==> src/rtl/nco_sweep_ctrl_if.sv <==
// nco_sweep_ctrl_if: NCO-side signals driven and observed by the sweep controller.
interface nco_sweep_ctrl_if #(
  parameter int APR = 32,
  parameter int MPR = 16
);
  logic clken;
  logic [APR-1:0] phi_inc;
  logic [MPR-1:0] fsin;
  logic out_valid;
  modport master (output clken, phi_inc, input fsin, out_valid);
  modport slave (input clken, phi_inc, output fsin, out_valid);
endinterface

==> src/rtl/nco_sweep_ctrl.sv <==
// nco_sweep_ctrl: stepped-frequency sweep sequencer that drives an NCO and tags its pipelined samples.
module nco_sweep_ctrl #(
  parameter int APR = 32,
  parameter int MPR = 16,
  parameter int CNTW = 16,
  parameter int NCO_LAT = 12
) (
  input  logic clk,
  input  logic reset_n,
  input  logic start,
  input  logic abort,
  input  logic hold,
  input  logic repeat_en,
  input  logic [APR-1:0] f_start,
  input  logic [APR-1:0] f_step,
  input  logic [CNTW-1:0] n_steps,
  input  logic [CNTW-1:0] dwell,
  nco_sweep_ctrl_if.master nco,
  output logic [MPR-1:0] sample_o,
  output logic sample_valid_o,
  output logic sample_last_o,
  output logic wrap_o,
  output logic busy,
  output logic done
);
  localparam int DW = $clog2(NCO_LAT + 1);
  localparam logic [1:0] IDLE = 2'd0, RUN = 2'd1, DRAIN = 2'd2;
  logic [1:0] state;
  logic [APR-1:0] phi, r_start, r_step;
  logic [CNTW-1:0] r_n, r_dwell, step_cnt, dwell_cnt;
  logic [NCO_LAT-1:0] tag_v, tag_l;
  logic [DW-1:0] drain_cnt;
  logic r_rep, valid_q, last_q, wrap_q, en, run, end_dwell, end_sweep;
  assign busy = state != IDLE;
  assign run = state == RUN;
  assign en = busy && !hold;
  assign end_dwell = dwell_cnt == r_dwell - CNTW'(1);
  assign end_sweep = end_dwell && step_cnt == r_n - CNTW'(1);
  assign nco.clken = en;
  assign nco.phi_inc = phi;
  // Output flags only count in cycles the NCO advances; held registers re-present after a hold.
  assign sample_valid_o = valid_q && en;
  assign sample_last_o = last_q && en;
  assign wrap_o = wrap_q && en;
  always_ff @(posedge clk) begin
    if (!reset_n) begin
      state <= IDLE;
      phi <= '0;
      r_start <= '0;
      r_step <= '0;
      r_n <= '0;
      r_dwell <= '0;
      r_rep <= 1'b0;
      step_cnt <= '0;
      dwell_cnt <= '0;
      drain_cnt <= '0;
      tag_v <= '0;
      tag_l <= '0;
      sample_o <= '0;
      valid_q <= 1'b0;
      last_q <= 1'b0;
      wrap_q <= 1'b0;
      done <= 1'b0;
    end else if (abort) begin
      state <= IDLE;
      tag_v <= '0;
      tag_l <= '0;
      valid_q <= 1'b0;
      last_q <= 1'b0;
      wrap_q <= 1'b0;
      done <= 1'b0;
    end else begin
      done <= 1'b0;
      if (en) begin
        sample_o <= nco.fsin;
        valid_q <= tag_v[NCO_LAT-1] && nco.out_valid;
        last_q <= tag_l[NCO_LAT-1] && nco.out_valid;
        wrap_q <= run && end_sweep && r_rep;
        tag_v <= (tag_v << 1) | NCO_LAT'(run);
        tag_l <= (tag_l << 1) | NCO_LAT'(run && end_sweep && !r_rep);
      end
      if (state == IDLE && start) begin
        if (n_steps != '0 && dwell != '0) begin
          state <= RUN;
          phi <= f_start;
          r_start <= f_start;
          r_step <= f_step;
          r_n <= n_steps;
          r_dwell <= dwell;
          r_rep <= repeat_en;
          step_cnt <= '0;
          dwell_cnt <= '0;
        end else
          done <= 1'b1;
      end
      if (run && en) begin
        dwell_cnt <= end_dwell ? '0 : dwell_cnt + CNTW'(1);
        if (end_dwell && !end_sweep) begin
          phi <= phi + r_step;
          step_cnt <= step_cnt + CNTW'(1);
        end
        if (end_sweep && r_rep) begin
          phi <= r_start;
          step_cnt <= '0;
        end
        if (end_sweep && !r_rep) begin
          state <= DRAIN;
          drain_cnt <= '0;
        end
      end
      // One extra drain cycle lets the final tag pass through the output register.
      if (state == DRAIN && en) begin
        drain_cnt <= drain_cnt + DW'(1);
        if (drain_cnt == DW'(NCO_LAT)) begin
          state <= IDLE;
          done <= 1'b1;
        end
      end
    end
  end
endmodule
==> src/flat_wrapper.sv <==
// flat-port wrapper written by rule: the top's interface ports become plain ports
module nco_sweep_ctrl_flat 
#(
  parameter int APR = 32,
  parameter int MPR = 16,
  parameter int CNTW = 16,
  parameter int NCO_LAT = 12
)
  (clk, reset_n, start, abort, hold, repeat_en, f_start, f_step, n_steps, dwell, sample_o, sample_valid_o, sample_last_o, wrap_o, busy, done, nco_clken, nco_phi_inc, nco_fsin, nco_out_valid);
  nco_sweep_ctrl_if #(.APR(APR), .MPR(MPR)) nco_i ();
  input  logic clk;
  input  logic reset_n;
  input  logic start;
  input  logic abort;
  input  logic hold;
  input  logic repeat_en;
  input  logic [APR-1:0] f_start;
  input  logic [APR-1:0] f_step;
  input  logic [CNTW-1:0] n_steps;
  input  logic [CNTW-1:0] dwell;
  output logic [MPR-1:0] sample_o;
  output logic sample_valid_o;
  output logic sample_last_o;
  output logic wrap_o;
  output logic busy;
  output logic done;
  output wire logic [$bits(nco_i.clken)-1:0] nco_clken;
  output wire logic [$bits(nco_i.phi_inc)-1:0] nco_phi_inc;
  input wire logic [$bits(nco_i.fsin)-1:0] nco_fsin;
  input wire logic [$bits(nco_i.out_valid)-1:0] nco_out_valid;
  assign nco_clken = nco_i.clken;
  assign nco_phi_inc = nco_i.phi_inc;
  assign nco_i.fsin = nco_fsin;
  assign nco_i.out_valid = nco_out_valid;
  nco_sweep_ctrl #(.APR(APR), .MPR(MPR), .CNTW(CNTW), .NCO_LAT(NCO_LAT)) u_core (.clk(clk), .reset_n(reset_n), .start(start), .abort(abort), .hold(hold), .repeat_en(repeat_en), .f_start(f_start), .f_step(f_step), .n_steps(n_steps), .dwell(dwell), .nco(nco_i), .sample_o(sample_o), .sample_valid_o(sample_valid_o), .sample_last_o(sample_last_o), .wrap_o(wrap_o), .busy(busy), .done(done));
endmodule
==> config.mk <==
export PLATFORM = sky130hd
export DESIGN_NAME = nco_sweep_ctrl_flat
export DESIGN_NICKNAME = d
export VERILOG_FILES = /design/src/rtl/nco_sweep_ctrl_if.sv /design/src/rtl/nco_sweep_ctrl.sv /design/src/flat_wrapper.sv
export SDC_FILE = /design/constraint.sdc
export NUM_CORES = 1
export LEC_CHECK = 0
export BUFFER_PORTS_ARGS = -buffer_cell sky130_fd_sc_hd__buf_4
export CAP_MARGIN = 40
export CORE_ASPECT_RATIO = 0.9
export CORE_MARGIN = 2
export CORE_UTILIZATION = 45
export DETAILED_ROUTE_END_ITERATION = 16
export HOLD_SLACK_MARGIN = 0.05
export PLACE_DENSITY = 0.7
export SYNTH_ARGS = -nofsm -noshare
export SYNTH_HDL_FRONTEND = slang
export SYNTH_SLANG_ARGS = --single-unit
==> constraint.sdc <==
create_clock -name clk -period 3.3 [get_ports clk]
set_clock_uncertainty 0.1 [all_clocks]
set_input_delay 0 -clock clk [delete_from_list [all_inputs] [get_ports clk]]
set_output_delay 0 -clock clk [all_outputs]
set_load 0.05 [all_outputs]
==> flow_summary.yaml <==
setup_path:
  critPathTopFamily: "compound AO/OA/AOI/OAI gates"
  crit_chain: "ha_2 -> inv_1 -> fa_1 -> nor2b_1 -> o31a_1 -> o31ai_1 -> o31ai_1 -> buf_4 -> o21ai_1 -> o21ai_1 -> a41oi_1 -> o31ai_1 -> a21oi_1"
  crit_arrival_ps: 3480
  cp.required_ps: 3590
  critPathMostFrequentCell: "o31ai_1"
  crit_buf_inv: 2
  cpMaxStageDelayCell: "dfxtp_1"
  cp_slowest_stage_delay_ps: 390
  cp-start-kind: "flip-flop"
  critPathMaxFanout: 4
  setup.worst_path.end_class: "flip-flop"
  crit_type: "reg -> reg"
synth:
  yosysWarnings: 0
  synth_area_um2: 11880
  syn-num-nets: 1727
  synth_edf_count: 0
  yosysTopAreaCellShare_pct: 35.56
  synth_area_leaders: "dfxtp_1 (36%), nand2_1 (11%), a21oi_1 (9.4%), ha_1 (3.9%), o21ai_0 (3.7%)"
  synth_top_cell_by_area: "dfxtp_1"
  synth.avg_cell_area_um2: 7.566
  synth_cells: 1570
  ys_ff_latch: 211
  synth.distinct_cells: 76
  synth_seq_area_share_pct: 35.56
  async_flop_share_pct: 0
  synthFlopType: "dfxtp_1"
finish:
  fillers: 2259
  n_antenna_cell: 0
  fin_nets: 2014
  layout-drive-gt1-share_pct: 17.57
  multiInputGateArea_um2: 7216
  regArea_um2: 4224
  syn_to_final_growth_pct: 33.92
run_status:
  status: "finished, final reports clean"
global_route:
  grt_usage_pct: 26.14
  grt_pass1_vias: 11690
  grt_max_degree: 81
  antenna_found_initial: 1
  gr-total-overflow: 0
  grt_pass1_wl_um: 59350
route:
  first_iter_violations: 1059
  drt_first_pass_iters: 5
  via_per_inst: 5.614
  vias: 12460
  postRouteAntennaNets: 0
  wl_per_cell_um: 17.03
  wirelength_um: 37800
  drc_errors: 0
clock_network:
  clock-sinks: 211
  clk_latency_ps: 520
  cts_tree: "done"
  clkSlewWorstSetupHoldPaths_ps: 60
  clock_path_buffers: 3
  numCtsBuffers: 24
  cts_root_buffer: "clkbuf_16"
  ctsHtreeMaxLevel: 1
sta:
  rsz0062_at_grt: "true"
  period_needed_ps: 3182
  finalHoldViolCount: 0
  finalCritPeriodShare_pct: 96.43
  fin_setup_tns_ps: 0
  max-slew-margin-rel_pct: 42.02
  fmax_mhz: 314.3
  setup-violations-final: 0
  maxSlewViolCount: 0
  worst_slew_pin_slew_ps: 869.7
die:
  die_w_um: 175.3
  dieArea_um2: 27710
  ioPinCount: 173
  core_area_um2: 25990
  die_h_um: 158.1
  rows: 56
  start_util_pct: 45.70
power:
  power_density_nw_per_um2: 422.4
  power.leakage_uw: 0.006456
  power_uw: 6719
  peakVddDrop_v: 0.0003316
placed_design:
  gp_congestion: 0.9328
  io_buffers: 172
  hpwl_um: 25300
worst_hold_path:
  hold_class: "in -> reg"
flow_run:
  maxCapViolations: 0
[stage by stage]
| step | cells | worst slack (ps) | area (µm²) | utilization (%) | hold slack [ps] |
|---|---|---|---|---|---|
| 2_1_floorplan | 1570 | 130.1 | 11880 | - | 35.96 |
| 3_3_place_gp | 2047 | 76.35 | 13710 | 52.74 | 147.3 |
| 3_5_place_dp | 2048 | -46.80 | 13740 | 52.85 | 154.8 |
| 4_1_cts | 2210 | 0.5158 | 15750 | 60.57 | 159.5 |
| 5_1_grt | 2220 | -6.471 | 15910 | 61.20 | 178.3 |
| 6_report | 2220 | 117.9 | 15910 | 61.20 | 169.4 |
[sequential cells by signal, summed over array words and instances, names as in the netlist, 2 cells and up]
signal and cells:
u_core.nco.phi_inc 32, u_core.r_start 32, u_core.r_step 32, u_core.dwell_cnt 16, u_core.r_dwell 16, u_core.r_n 16
u_core.sample_o 16, u_core.step_cnt 16, u_core.tag_l 12, u_core.tag_v 12, u_core.drain_cnt 4, u_core.state 2
[report_power, final]
group	internal, µW	total, µW	switching [µW]
Sequential	2640	2730	92.1
Combinational	574	1290	721
Clock	1600	2690	1090
Total	4820	6720	1900
[logic make-up after synthesis]
family,after synthesis,share of synthesized area [%]
buffers and inverters,135,4.434
adder cells (fa/ha/maj),38,4.066
multiplexers,39,3.444
AO/OA/AOI/OAI,453,22.88
AND/OR/NAND/NOR,616,23.87
flip-flops,211,35.56
XOR/XNOR,78,5.751
[cell type report]
cell class,count,share of cell area [%]
Clock inverter,9,0.6843
Inverter,37,0.8888
Multi-Input combinational cell,1224,45.36
Timing Repair Buffer,359,19.49
Tap cell,348,2.737
Clock buffer,32,4.287
Sequential cell,211,26.55
[cells in the mapped netlist (8+ instances only)]
master	count
buf_2	10
a221oi_1	9
nor2_1	75
nand2_1	356
xnor2_1	45
o31ai_1	12
a21oi_1	222
mux2_2	15
nor4_1	16
mux2i_1	24
nand4_1	20
ha_1	37
nand2b_1	11
a211oi_1	14
clkbuf_1	82
o21ai_0	88
nor3_1	25
a31oi_1	16
dfxtp_1	211
o21bai_1	8
a21o_1	20
or3_1	11
nand3_1	36
and3_1	16
xor2_1	33
inv_1	36
[cells in the final DEF, fill, tap and decap left out, drive strengths merged, types with 9 or more instances in the layout]
master / instances
xor2: 33
o31ai: 12
ha: 37
a21o: 20
a211oi: 14
mux2i: 24
and3: 16
mux2: 15
or3: 11
inv: 37
clkbuf: 32
a21oi: 222
a221oi: 9
o21ai: 91
buf: 238
dlygate4sd3: 121
nand3: 36
nand4: 21
nand2b: 11
xnor2: 45
nor3: 27
dfxtp: 211
nor4: 24
nor2: 75
nand2: 357
a31oi: 16
[final timing paths]
path                                 startpoint                             endpoint  slack (ps)  cells after the start
min                                nco_fsin[11]     u_core.sample_o[11]$_SDFFE_PN0P_         170                      4
max reg2reg  u_core.nco.phi_inc[0]$_SDFFE_PN0N_  u_core.nco.phi_inc[30]$_SDFFE_PN0N_         120                     13
max          u_core.nco.phi_inc[0]$_SDFFE_PN0N_  u_core.nco.phi_inc[30]$_SDFFE_PN0N_         120                     13
min reg2reg         u_core.valid_q$_SDFFE_PP0P_          u_core.valid_q$_SDFFE_PP0P_         350                      2
[timing repair]
action | in CTS | in global routing
hold buffers | 121 | 0
resized for setup | 1 | 23
setup buffers | 0 | 9
gates cloned | 0 | 1
endpoints found under the setup margin | 9 | 44
endpoints found under the hold margin | 163 | 0
pin swaps | 0 | 8
[worst reg2reg max path, cell delays in order, from the launching register on]
cell	delay, ps
dfxtp_1	390
ha_2	220
inv_1	50
fa_1	390
nor2b_1	180
o31a_1	190
o31ai_1	120
o31ai_1	330
buf_4	190
o21ai_1	120
o21ai_1	230
a41oi_1	150
o31ai_1	290
a21oi_1	110
[metal layers]
layer	vias up	wire length, µm	global-route usage (%)
met3	58	2580	3.818
met4	0	750	5.952
met5	-	0	0
li1	6104	-	-
met2	444	17460	44.45
met1	5857	17010	35.12
No activity file was read; power rests on OpenSTA's default activity.
